--- config.mk ---
export PLATFORM = sky130hd
export DESIGN_NAME = digital_project
export DESIGN_NICKNAME = d
export VERILOG_FILES = /design/src/rtl/digital_project.sv
export SDC_FILE = /design/constraint.sdc
export NUM_CORES = 2
export LEC_CHECK = 0
export CORE_AREA = 3 3 334 336
export CTS_CLUSTER_DIAMETER = 200
export DETAILED_ROUTE_END_ITERATION = 10
export DIE_AREA = 0 0 337 339
export PLACE_DENSITY = 0.62
export SLEW_MARGIN = 40
export SYNTH_ARGS = -nofsm -noshare
export SYNTH_HDL_FRONTEND = slang
export SYNTH_SLANG_ARGS = --single-unit
--- constraint.sdc ---
create_clock -name clk -period 4 [get_ports clk]
set_input_delay 0.6 -clock clk [delete_from_list [all_inputs] [get_ports clk]]
set_output_delay 0.6 -clock clk [all_outputs]
set_load 0.005 [all_outputs]
--- src/rtl/digital_project.sv ---
// -----------------------------------------------------------------------------
// digital_project -- projection front end for the digit recogniser.
//
// Watches a binarised video stream and finds the line and pixel bounds of the
// dark glyph bands. Frame 0 is projected onto lines (row runs). Frame 1 is
// projected onto pixel columns into a bitmap. The bitmap is then scanned during
// vertical blanking. Each run produces a {low/left, high/right} pair in the
// row or column border RAM.
//
// Ports:
//   clk, rst                 clock, synchronous active-high reset
//   start                    one-cycle arm pulse, only honoured in IDLE
//   frame_de, monoc          pixel qualifier and binarised pixel (0 = dark)
//   xpos, ypos               line index / pixel index of the current pixel
//   row_border_we/waddr/wdata  row border RAM write port
//   col_border_we/waddr/wdata  column border RAM write port
//   frame_cnt                0 row frame, 1 column frame, 2 recognition frame
//   num_row, num_col         runs recorded (held at NUM_ROW / NUM_COL)
//   project_done_flag        border RAMs valid (scan end .. end of frame 2)
//   proj_ovf                 sticky: more runs seen than could be recorded
// -----------------------------------------------------------------------------
module digital_project #(
    parameter int NUM_ROW = 1,
    parameter int NUM_COL = 7,
    parameter int H_PIXEL = 1024,
    parameter int V_PIXEL = 768
) (
    input  logic        clk,
    input  logic        rst,
    input  logic        start,
    input  logic        frame_de,
    input  logic        monoc,
    input  logic [10:0] xpos,
    input  logic [10:0] ypos,
    output logic        row_border_we,
    output logic [10:0] row_border_waddr,
    output logic [10:0] row_border_wdata,
    output logic        col_border_we,
    output logic [10:0] col_border_waddr,
    output logic [10:0] col_border_wdata,
    output logic [1:0]  frame_cnt,
    output logic [3:0]  num_row,
    output logic [3:0]  num_col,
    output logic        project_done_flag,
    output logic        proj_ovf
);

    localparam int               IDX_W     = (H_PIXEL > 1) ? $clog2(H_PIXEL) : 1;
    localparam logic [10:0]      H_LAST    = 11'(H_PIXEL - 1);
    localparam logic [10:0]      V_LAST    = 11'(V_PIXEL - 1);
    localparam logic [10:0]      H_SIZE    = 11'(H_PIXEL);
    localparam logic [3:0]       ROW_LIM   = 4'(NUM_ROW);
    localparam logic [3:0]       COL_LIM   = 4'(NUM_COL);
    localparam logic [IDX_W-1:0] SCAN_LAST = IDX_W'(H_PIXEL - 1);
    localparam logic [IDX_W-1:0] SCAN_ONE  = IDX_W'(1);

    typedef enum logic [2:0] {
        ST_IDLE,
        ST_WAIT_FS,
        ST_ROW_PROJ,
        ST_COL_PROJ,
        ST_COL_SCAN,
        ST_DONE
    } state_t;

    state_t             state_q;
    logic               line_hit_q;
    logic               prev_hit_q;
    logic [H_PIXEL-1:0] col_hit_q;
    logic [IDX_W-1:0]   scan_idx_q;
    logic               scan_flush_q;
    logic               col_prev_q;
    logic               pend_close_q;
    logic               row_we_q;
    logic [10:0]        row_waddr_q;
    logic [10:0]        row_wdata_q;
    logic               col_we_q;
    logic [10:0]        col_waddr_q;
    logic [10:0]        col_wdata_q;
    logic [1:0]         frame_cnt_q;
    logic [3:0]         num_row_q;
    logic [3:0]         num_col_q;
    logic               done_q;
    logic               ovf_q;

    logic        fs_s, le_s, fe_s, dark_s, row_cur_s, col_cur_s, scan_end_s;
    logic        ev_s, cur_s, prev_s, last_s, room_s;
    logic [10:0] pos_s;
    logic [3:0]  cnt_s, lim_s;
    logic        wr_s, inc_s, ovf_set_s, pend_set_s;
    logic [10:0] waddr_s, wdata_s;

    assign fs_s       = frame_de && (xpos == 11'd0) && (ypos == 11'd0);
    assign le_s       = frame_de && (ypos == H_LAST);
    assign fe_s       = le_s && (xpos == V_LAST);
    assign dark_s     = frame_de && !monoc;
    // The current pixel counts toward its own line, including the le pixel.
    assign row_cur_s  = line_hit_q | dark_s;
    assign col_cur_s  = col_hit_q[scan_idx_q];
    assign scan_end_s = (scan_idx_q == SCAN_LAST);
    assign room_s     = (cnt_s < lim_s);

    // Present either the line projection or the bitmap scan to one run detector.
    always_comb begin
        ev_s   = 1'b0;
        cur_s  = 1'b0;
        prev_s = 1'b0;
        last_s = 1'b0;
        pos_s  = 11'd0;
        cnt_s  = 4'd0;
        lim_s  = 4'd0;
        if (state_q == ST_ROW_PROJ) begin
            ev_s   = le_s;
            cur_s  = row_cur_s;
            prev_s = prev_hit_q;
            last_s = fe_s;
            pos_s  = xpos;
            cnt_s  = num_row_q;
            lim_s  = ROW_LIM;
        end else if (state_q == ST_COL_SCAN) begin
            ev_s   = !scan_flush_q;
            cur_s  = col_cur_s;
            prev_s = col_prev_q;
            last_s = scan_end_s;
            pos_s  = 11'(scan_idx_q);
            cnt_s  = num_col_q;
            lim_s  = COL_LIM;
        end else begin
            ev_s   = 1'b0;
        end
    end

    // Run edge decisions. A run opening on the last position needs a second
    // write slot for its high edge, which is flagged as a pending close.
    always_comb begin
        wr_s       = 1'b0;
        inc_s      = 1'b0;
        ovf_set_s  = 1'b0;
        pend_set_s = 1'b0;
        waddr_s    = 11'd0;
        wdata_s    = 11'd0;
        if (ev_s && cur_s && !prev_s) begin
            if (room_s) begin
                wr_s       = 1'b1;
                waddr_s    = {6'd0, cnt_s, 1'b0};
                wdata_s    = pos_s;
                pend_set_s = last_s;
            end else begin
                ovf_set_s  = 1'b1;
            end
        end else if (ev_s && !cur_s && prev_s) begin
            if (room_s) begin
                wr_s    = 1'b1;
                inc_s   = 1'b1;
                waddr_s = {6'd0, cnt_s, 1'b1};
                wdata_s = pos_s - 11'd1;
            end else begin
                wr_s    = 1'b0;
            end
        end else if (ev_s && cur_s && prev_s && last_s) begin
            if (room_s) begin
                wr_s    = 1'b1;
                inc_s   = 1'b1;
                waddr_s = {6'd0, cnt_s, 1'b1};
                wdata_s = pos_s;
            end else begin
                wr_s    = 1'b0;
            end
        end else begin
            wr_s = 1'b0;
        end
    end

    // Projection state machine with registered outputs.
    always_ff @(posedge clk) begin
        if (rst) begin
            state_q      <= ST_IDLE;
            line_hit_q   <= 1'b0;
            prev_hit_q   <= 1'b0;
            col_hit_q    <= '0;
            scan_idx_q   <= '0;
            scan_flush_q <= 1'b0;
            col_prev_q   <= 1'b0;
            pend_close_q <= 1'b0;
            row_we_q     <= 1'b0;
            row_waddr_q  <= 11'd0;
            row_wdata_q  <= 11'd0;
            col_we_q     <= 1'b0;
            col_waddr_q  <= 11'd0;
            col_wdata_q  <= 11'd0;
            frame_cnt_q  <= 2'd0;
            num_row_q    <= 4'd0;
            num_col_q    <= 4'd0;
            done_q       <= 1'b0;
            ovf_q        <= 1'b0;
        end else begin
            row_we_q <= 1'b0;
            col_we_q <= 1'b0;
            if (ovf_set_s) begin
                ovf_q <= 1'b1;
            end
            case (state_q)
                ST_IDLE: begin
                    if (start) begin
                        state_q <= ST_WAIT_FS;
                    end
                end
                ST_WAIT_FS: begin
                    if (fs_s) begin
                        state_q      <= ST_ROW_PROJ;
                        frame_cnt_q  <= 2'd0;
                        num_row_q    <= 4'd0;
                        num_col_q    <= 4'd0;
                        done_q       <= 1'b0;
                        line_hit_q   <= dark_s;
                        prev_hit_q   <= 1'b0;
                        pend_close_q <= 1'b0;
                    end
                end
                ST_ROW_PROJ: begin
                    if (le_s) begin
                        prev_hit_q <= row_cur_s;
                        line_hit_q <= 1'b0;
                    end else begin
                        line_hit_q <= row_cur_s;
                    end
                    if (wr_s) begin
                        row_we_q    <= 1'b1;
                        row_waddr_q <= waddr_s;
                        row_wdata_q <= wdata_s;
                    end
                    if (inc_s) begin
                        num_row_q <= num_row_q + 4'd1;
                    end
                    if (fe_s) begin
                        state_q      <= ST_COL_PROJ;
                        frame_cnt_q  <= 2'd1;
                        col_hit_q    <= '0;
                        pend_close_q <= pend_set_s;
                    end
                end
                ST_COL_PROJ: begin
                    // A single-line run on the last line closes here.
                    if (pend_close_q) begin
                        row_we_q     <= 1'b1;
                        row_waddr_q  <= {6'd0, num_row_q, 1'b1};
                        row_wdata_q  <= V_LAST;
                        num_row_q    <= num_row_q + 4'd1;
                        pend_close_q <= 1'b0;
                    end
                    if (dark_s && (ypos < H_SIZE)) begin
                        col_hit_q[ypos[IDX_W-1:0]] <= 1'b1;
                    end
                    if (fe_s) begin
                        state_q      <= ST_COL_SCAN;
                        scan_idx_q   <= '0;
                        scan_flush_q <= 1'b0;
                        col_prev_q   <= 1'b0;
                    end
                end
                ST_COL_SCAN: begin
                    if (!scan_flush_q) begin
                        col_prev_q <= col_cur_s;
                        if (wr_s) begin
                            col_we_q    <= 1'b1;
                            col_waddr_q <= waddr_s;
                            col_wdata_q <= wdata_s;
                        end
                        if (inc_s) begin
                            num_col_q <= num_col_q + 4'd1;
                        end
                        if (scan_end_s) begin
                            scan_flush_q <= 1'b1;
                            pend_close_q <= pend_set_s;
                        end else begin
                            scan_idx_q <= scan_idx_q + SCAN_ONE;
                        end
                    end else begin
                        // Final slot: pending single-pixel close, then publish.
                        if (pend_close_q) begin
                            col_we_q     <= 1'b1;
                            col_waddr_q  <= {6'd0, num_col_q, 1'b1};
                            col_wdata_q  <= H_LAST;
                            num_col_q    <= num_col_q + 4'd1;
                            pend_close_q <= 1'b0;
                        end
                        done_q  <= 1'b1;
                        state_q <= ST_DONE;
                    end
                end
                ST_DONE: begin
                    if (fe_s) begin
                        done_q      <= 1'b0;
                        frame_cnt_q <= 2'd0;
                        state_q     <= ST_WAIT_FS;
                    end else if (fs_s) begin
                        frame_cnt_q <= 2'd2;
                    end
                end
                default: begin
                    state_q <= ST_IDLE;
                end
            endcase
        end
    end

    assign row_border_we     = row_we_q;
    assign row_border_waddr  = row_waddr_q;
    assign row_border_wdata  = row_wdata_q;
    assign col_border_we     = col_we_q;
    assign col_border_waddr  = col_waddr_q;
    assign col_border_wdata  = col_wdata_q;
    assign frame_cnt         = frame_cnt_q;
    assign num_row           = num_row_q;
    assign num_col           = num_col_q;
    assign project_done_flag = done_q;
    assign proj_ovf          = ovf_q;

endmodule

# Word-level counts from Yosys, hierarchy flattened
# Index checks and enable logic that the tools add are counted.
# totals
regBits	1100
latch_bits	0
mem_bits_rw	0
romBits	0
input_bits	27
output_inout_bits	58
word_cells	197
n_memories	0
# classes
add_sub_neg	4
n_mul	0
div_mod_pow	0
magnitude_cmp	5
eq_ne	26
n_shift	0
n_mux	96
bitwise_logic	3
reduce_logical	44
# ops
operator	n
2-to-1 mux 1024 bit	2
one-hot mux 1024 bit (2 select lines)	1
OR 1024 bit	1
2-to-1 mux 11 bit	17
one-hot mux 11 bit (2 select lines)	2
2-to-1 mux 10 bit	4
2-to-1 mux 1 bit	34
2-to-1 mux 4 bit	8
inequality test 2 bit, second input constant	13
2-to-1 mux 3 bit	8
AND reduction 4 bit	6
equality test 11 x 10 -> 1 bit, second input constant	2
logical NOT 11 bit	2
less-than comparator 10 x 11 -> 1 bit, second input constant	2
one-hot mux 10 bit (2 select lines)	1
one-hot mux 3 bit (6 select lines)	1
AND reduction 3 bit	5
logical AND 1 bit	13
inequality test 3 bit, second input constant	4
one-hot mux 4 bit (3 select lines)	1
less-than comparator 11 bit, second input constant	1
subtractor 11 x 1 -> 11 bit, second input constant	1
adder 10 x 1 -> 10 bit, second input constant	1
binary-select mux 1 bit (select 10 bit)	1
26 further kinds	47

# Logic depth before layout (Yosys ltp)
# depth
word_depth	13
mapped_depth	19
ltp_nobuf	13

# Worst setup path after synthesis
# No wires, ideal clock.
# synth_path
path_kind	flip-flop to flip-flop
startpoint	register state_q[2]
endpoint	register col_wdata_q[2] (netlist: col_border_wdata[2])
setup_time_ns	0.086
t_arrival_ns	3.844
required_time_ns	3.914
setup_slack_ns	0.070
path_stages_with_launch	16
path_buffers	3
cell_sequence	dfxtp_1 > clkbuf_1 > nand2b_1 > nor2_1 > clkbuf_1 > buf_1 > a22o_1 > ha_1 > a21o_1 > a221o_1 > a21o_1 > nor2_1 > nand2_1 > a211o_1 > a221o_1 > a221oi_2
# synth_via
elab_chain_len	11
# synth_lines
item	line	rtl
start: declaration	66	state_t state_q;
start signal: assignment	177	state_q <= ST_IDLE;
start signal: assignment	205	state_q <= ST_WAIT_FS;
start signal: assignment	210	state_q <= ST_ROW_PROJ;
branches (longest 11 deep; another with subtractor 11 x 1 -> 11 bit)	-	
end signal: assignment	267	col_wdata_q <= wdata_s;
end: declaration	79	logic [10:0] col_wdata_q;
# Several ways; the timed one is not identified. The select of a mux whose other input is x is not followed.
# A chain may end at the register's enable or synchronous reset.

# Worst setup path in the final report
# layout_path
startpoint	register scan_idx_q[0]
endpoint	register col_wdata_q[2] (netlist: col_border_wdata[2])
# layout_via
elab_chain_len	12
# layout_lines
item	line	rtl
start: declaration	70	logic [IDX_W-1:0] scan_idx_q;
start signal: assignment	276	scan_idx_q <= scan_idx_q + SCAN_ONE;
binary-select mux 1 bit (select 10 bit)	99	assign col_cur_s = col_hit_q[scan_idx_q];
2-to-1 mux 1 bit (implied by the code)	99	
2-to-1 mux 1 bit	120	end else if (state_q == ST_COL_SCAN) begin
2-to-1 mux 1 bit	112	if (state_q == ST_ROW_PROJ) begin
logical AND 1 bit	142, 160	
logical AND 1 bit (2 in a row)	160	end else if (ev_s && cur_s && prev_s && last_s) begin
2-to-1 mux 1 bit or 2-to-1 mux 11 bit (tied branches)	160	
2-to-1 mux 1 bit or 2-to-1 mux 11 bit (tied branches)	151	end else if (ev_s && !cur_s && prev_s) begin
2-to-1 mux 1 bit or 2-to-1 mux 11 bit (tied branches)	142	if (ev_s && cur_s && !prev_s) begin
nonzero test 2 bit (no source line) or 2-to-1 mux 11 bit (tied branches)	-	
AND reduction 3 bit (no source line) or 2-to-1 mux 11 bit (tied branches)	-	
# Parallel ways exist; a longest one is shown, timed or not. The select of a mux whose other input is x is not followed.

==> summary.txt <==
Setup path
  – Required time of the worst setup path: approximately 4.6 ns
  – Most used cell along the critical path: buf_12
  – CP max-delay cell: mux4_2
  – Worst Path Max Fanout: 8
  – WP data arrival: ~4.6 ns
  – Buf/Inv on CP: 5
  – Crit path largest cell delay: about 0.52 ns
  – CP endpoint kind: flip-flop
  – Worst R2R End: col_border_wdata[2]$_SDFFE_PP0P_
  – Crit path kind: flip-flop to flip-flop
  – Reg2reg start: scan_idx_q[0]$_SDFFE_PP0P_
  – Critical Path Source Type: flip-flop
  – Reg2Reg Setup Slack: -0.03 ns
  – Delay-heaviest family, CP: compound AO/OA/AOI/OAI gates
  – CP Cell Sequence: buf_12 > buf_12 > buf_12 > mux4_2 > mux4_2 > a21oi_2 > buf_4 > o22ai_2 > o311ai_4 > nand4_1 > buf_6 > nand2b_4 > a211o_1 > a221o_1 > a221oi_2
  – R2R cell count: 15

Timing
  – Hold Fails Final Rpt: 0
  – Slew Limit Headroom: 42.24%
  – Skew final: between 0.04 and 0.05 ns
  – Max Transition Viols Final: 0
  – Final period util: 100.8%
  – Setup-failing EPs final: 2
  – Min cycle time layout: 4.033 ns
  – RSZ-0062 raised after global routing: true
  – Final worst slack: -0.03258 ns
  – Worst-margin pin slew: slightly below 0.9 ns
  – Max Fclk: 0.2480 GHz

Global routing
  – Gr usage total: 24.60%
  – Total gr overflow: 0
  – GRT met1 Usage: between 30 and 40%
  – Global routing's busiest layer: met2
  – Met3 usage: about 4.6%
  – Largest net degree at the start of global routing: 120
  – Global-route wire length before repair: around 220 mm
  – Vias in the first global route: between 30000 and 40000
  – Initial antenna violation count: 2
  – Met2 Use GR: between 30% and 40%

Run status
  – Failing checks: negative setup slack
  – Status: complete, but fails checks

Route
  – Routed WL: 145.5 mm
  – Initial DRC Count: about 4000
  – Drt pass-1 iters: 9
  – Routed Antenna Nets: 0
  – Via/cell ratio: just under 6
  – DR DRC count: 0
  – DR WL/cell: roughly 23 um
  – Vias: 36560

Min path
  – Worst hold endpoint: state_q[1]$_SDFFE_PP0P_
  – Hold path cells: 3
  – Type of the most critical hold path: input pin to flip-flop
  – Hold Startpoint: rst

Die
  – Rows: between 100 and 150
  – Core Box Area: about 0.11 sq mm
  – DIE AREA: between 0.1 and 0.15 sq mm
  – Starting density of the core: between 30 and 40%
  – Ports: 85
  – Die Height: between 300 and 400 um
  – DIE WIDTH: between 300 and 400 um

Logic synthesis
  – Mapped cell area: around 0.044 sq mm
  – Ys flop type: dfxtp_1
  – Post-Syn Instances: approximately 4700
  – Post-synth EDFFs: 0
  – Synth warnings: 0
  – Sequential share of the synthesized area: between 50% and 60%
  – Mapped Avg Cell Area: between 9 and 10 sq um
  – Synthesized flop and latch total: roughly 1100
  – Post-synth cell types: between 70 and 80
  – Async set or reset register ratio after synthesis: 0%

CTS
  – TritonCTS clock tree: yes
  – Clk pin slew, worst setup/hold paths: ~0.060 ns
  – CTS root buffer: clkbuf_16
  – Clock Latency Late Sink: 0.70 ns
  – CTS Buf Count: 109
  – CTS HTree Levels: 3
  – CTS max path bufs: 3
  – Clk sink count: 1088

Finish
  – Register Area: about 0.022 sq mm
  – Fillcell total: ~10000
  – Synth-to-layout area growth: 21.01%
  – Multi-input gate area: ~0.020 sq mm
  – Final nets: about 4800
  – Share of layout cells above drive strength 1: between 10% and 20%
  – Post-route cell area: 0.05268 sq mm

Pwr
  – LEAKAGE: about 19 nW
  – Total internal power: 17.31 mW
  – Worst vdd ir: just under 300 uV
  – Sequential share of power: approximately half
  – Design Power: around 22 mW
  – Comb pwr share: approximately 2%
  – Switching power: 4.826 mW
  – Clk network pwr share: between 40% and 50%
  – PD cells: 420.2 mW/mm^2
  – Switch share: 21.80%

Placed design
  – DP HPWL: 87.32 mm
  – Routability congestion estimate from global placement: 0.8774
  – I/O Buffers: slightly above 70
  – Placement Cell Area: 0.04796 sq mm

Flow run
  – Max-Cap Viols: 0
## registers in the layout (all words and copies together), names as in the netlist, 4 cells and up
signal	flops
col_hit_q	1024
col_border_wdata	11
row_border_wdata	11
scan_idx_q	10
col_border_waddr	5
row_border_waddr	5
num_col	4
num_row	4
## power by group through the flow
stage / combinational, mW / clock (mW) / sequential [mW]
finish: 0.452 / 10.8 / 10.8
global route: 0.479 / 11.4 / 10.8
CTS: 0.440 / 11.0 / 10.8
detailed placement: 0.438 / 0 / 11.1
global placement: 0.440 / 0 / 11.1
floorplan: 0.253 / 0 / 11.1
## cell families after synthesis
group           count (synthesis)  share of synthesized area [%]
compound gates               1316                          16.55
xor+xnor                       16                         0.3219
fa+ha+maj                       6                         0.1724
buf+inv                       478                          4.846
flops                        1088                          50.03
mux                           358                          14.79
other cells                     1                       0.008614
simple gates                 1431                          13.28
## synth_stat cells, types with 6 or more instances
cell type  count  area share [%]
dfxtp_1     1088              50
o21ai_0       27            0.31
nand4_1       11            0.16
mux2_2        18            0.47
a221oi_1      12            0.24
a22oi_1       55            0.95
o22ai_1       29            0.42
nor4_1        10            0.14
mux4_2       226              12
buf_6         17            0.44
a2111oi_0      6            0.12
and2_1         6           0.086
ha_1           6            0.17
buf_4         23            0.40
clkbuf_1     366             3.2
a211oi_1      18            0.31
nor3_1        65            0.75
o221ai_1      16            0.32
nand2b_1      19            0.27
buf_2         27            0.31
a221o_1        9            0.21
xnor2_1       11            0.22
mux2i_1      113             2.6
nor2_1      1169              10
buf_1         16            0.14
nor2b_1       22            0.32
nand3_1       27            0.31
a21oi_1     1076              12
nand3b_1       8            0.14
inv_1         21            0.18
a31oi_1        6           0.086
or3_1          8            0.11
nand2_1       67            0.58
a22o_1        13            0.26
## how the worst max path moves through the flow
stage	start	depth (start not counted)	endpoint	slack [ns]
after floorplan	state_q[2]$_SDFFE_PP0P_	15	col_border_wdata[2]$_SDFFE_PP0P_	0.07
after global placement	scan_idx_q[0]$_SDFFE_PP0P_	14	num_row[2]$_SDFFE_PP0P_	-0.56
after detailed placement	scan_idx_q[0]$_SDFFE_PP0P_	14	num_row[2]$_SDFFE_PP0P_	-0.57
after CTS	scan_idx_q[0]$_SDFFE_PP0P_	18	num_row[2]$_SDFFE_PP0P_	0.002
after global routing	scan_idx_q[0]$_SDFFE_PP0P_	17	row_border_waddr[3]$_SDFFE_PP0P_	-0.1
final	scan_idx_q[0]$_SDFFE_PP0P_	15	col_border_wdata[2]$_SDFFE_PP0P_	-0.03
## metal layers
layer | vias to the layer above | part of all wire, %
li1 | 16640 | -
met1 | 17880 | 42
met2 | 1737 | 45
met3 | 301 | 9.4
met4 | 0 | 3.6
met5 | - | 0
## timing repair
item,CTS,global route
hold buffers,0,0
cloned,2,4
setup buffers,8,8
gates resized for setup,44,83
endpoints found under the setup margin,44,39
pin swaps,6,34
## worst reg2reg max path: stages (launching register included)
cell,delay (ns)
dfxtp_4,0.36
buf_12,0.19
buf_12,0.18
buf_12,0.13
mux4_2,0.48
mux4_2,0.52
a21oi_2,0.15
buf_4,0.14
o22ai_2,0.11
o311ai_4,0.14
nand4_1,0.23
buf_6,0.20
nand2b_4,0.17
a211o_1,0.28
a221o_1,0.39
a221oi_2,0.27
## placed cells by master (no fill, tap or decap), types with 12 or more instances in the layout
cell type        count
nor2_1            1137
dfxtp_1           1083
a21oi_1           1067
buf_4              243
mux4_2             226
clkbuf_16          115
mux2i_1            106
buf_12              90
clkdlybuf4s50_1     71
nand2_1             64
a22oi_1             42
nor3_2              36
nor2_2              32
clkbuf_8            30
nor3_1              29
clkinv_2            29
nand3_1             27
o22ai_1             24
nor2b_1             22
inv_1               20
o21ai_0             19
mux2_2              17
nand2b_1            16
clkbuf_1            15
a22o_1              13
a22oi_2             13
a211oi_1            12
conb_1              12
## stage by stage
| stage | TNS (ns) | setup WS (ns) | instances | hold slack (ns) | util, % |
|---|---|---|---|---|---|
| floorplan | 0 | 0.06976 | 4705 | 0.4315 | - |
| global placement | -16.21 | -0.5593 | 6072 | 0.4422 | 44.06 |
| detailed placement | -15.66 | -0.5693 | 6072 | 0.4484 | 44.06 |
| CTS | 0 | 0.002089 | 6287 | 0.2531 | 47.91 |
| global route | -0.8416 | -0.09574 | 6297 | 0.2981 | 48.39 |
| finish | -0.05610 | -0.03258 | 6298 | 0.2843 | 48.40 |
## layout make-up
type	count	share of cell area, %
diodes	1	0.004750
clock buffers	156	6.163
clock inverters	49	1.133
inverters	23	0.1639
multi-input cells	3139	38.75
flip-flops and latches	1088	41.37
well taps	1414	3.358
repair buffers	428	9.058
No activity file was read; power rests on OpenSTA's default activity.
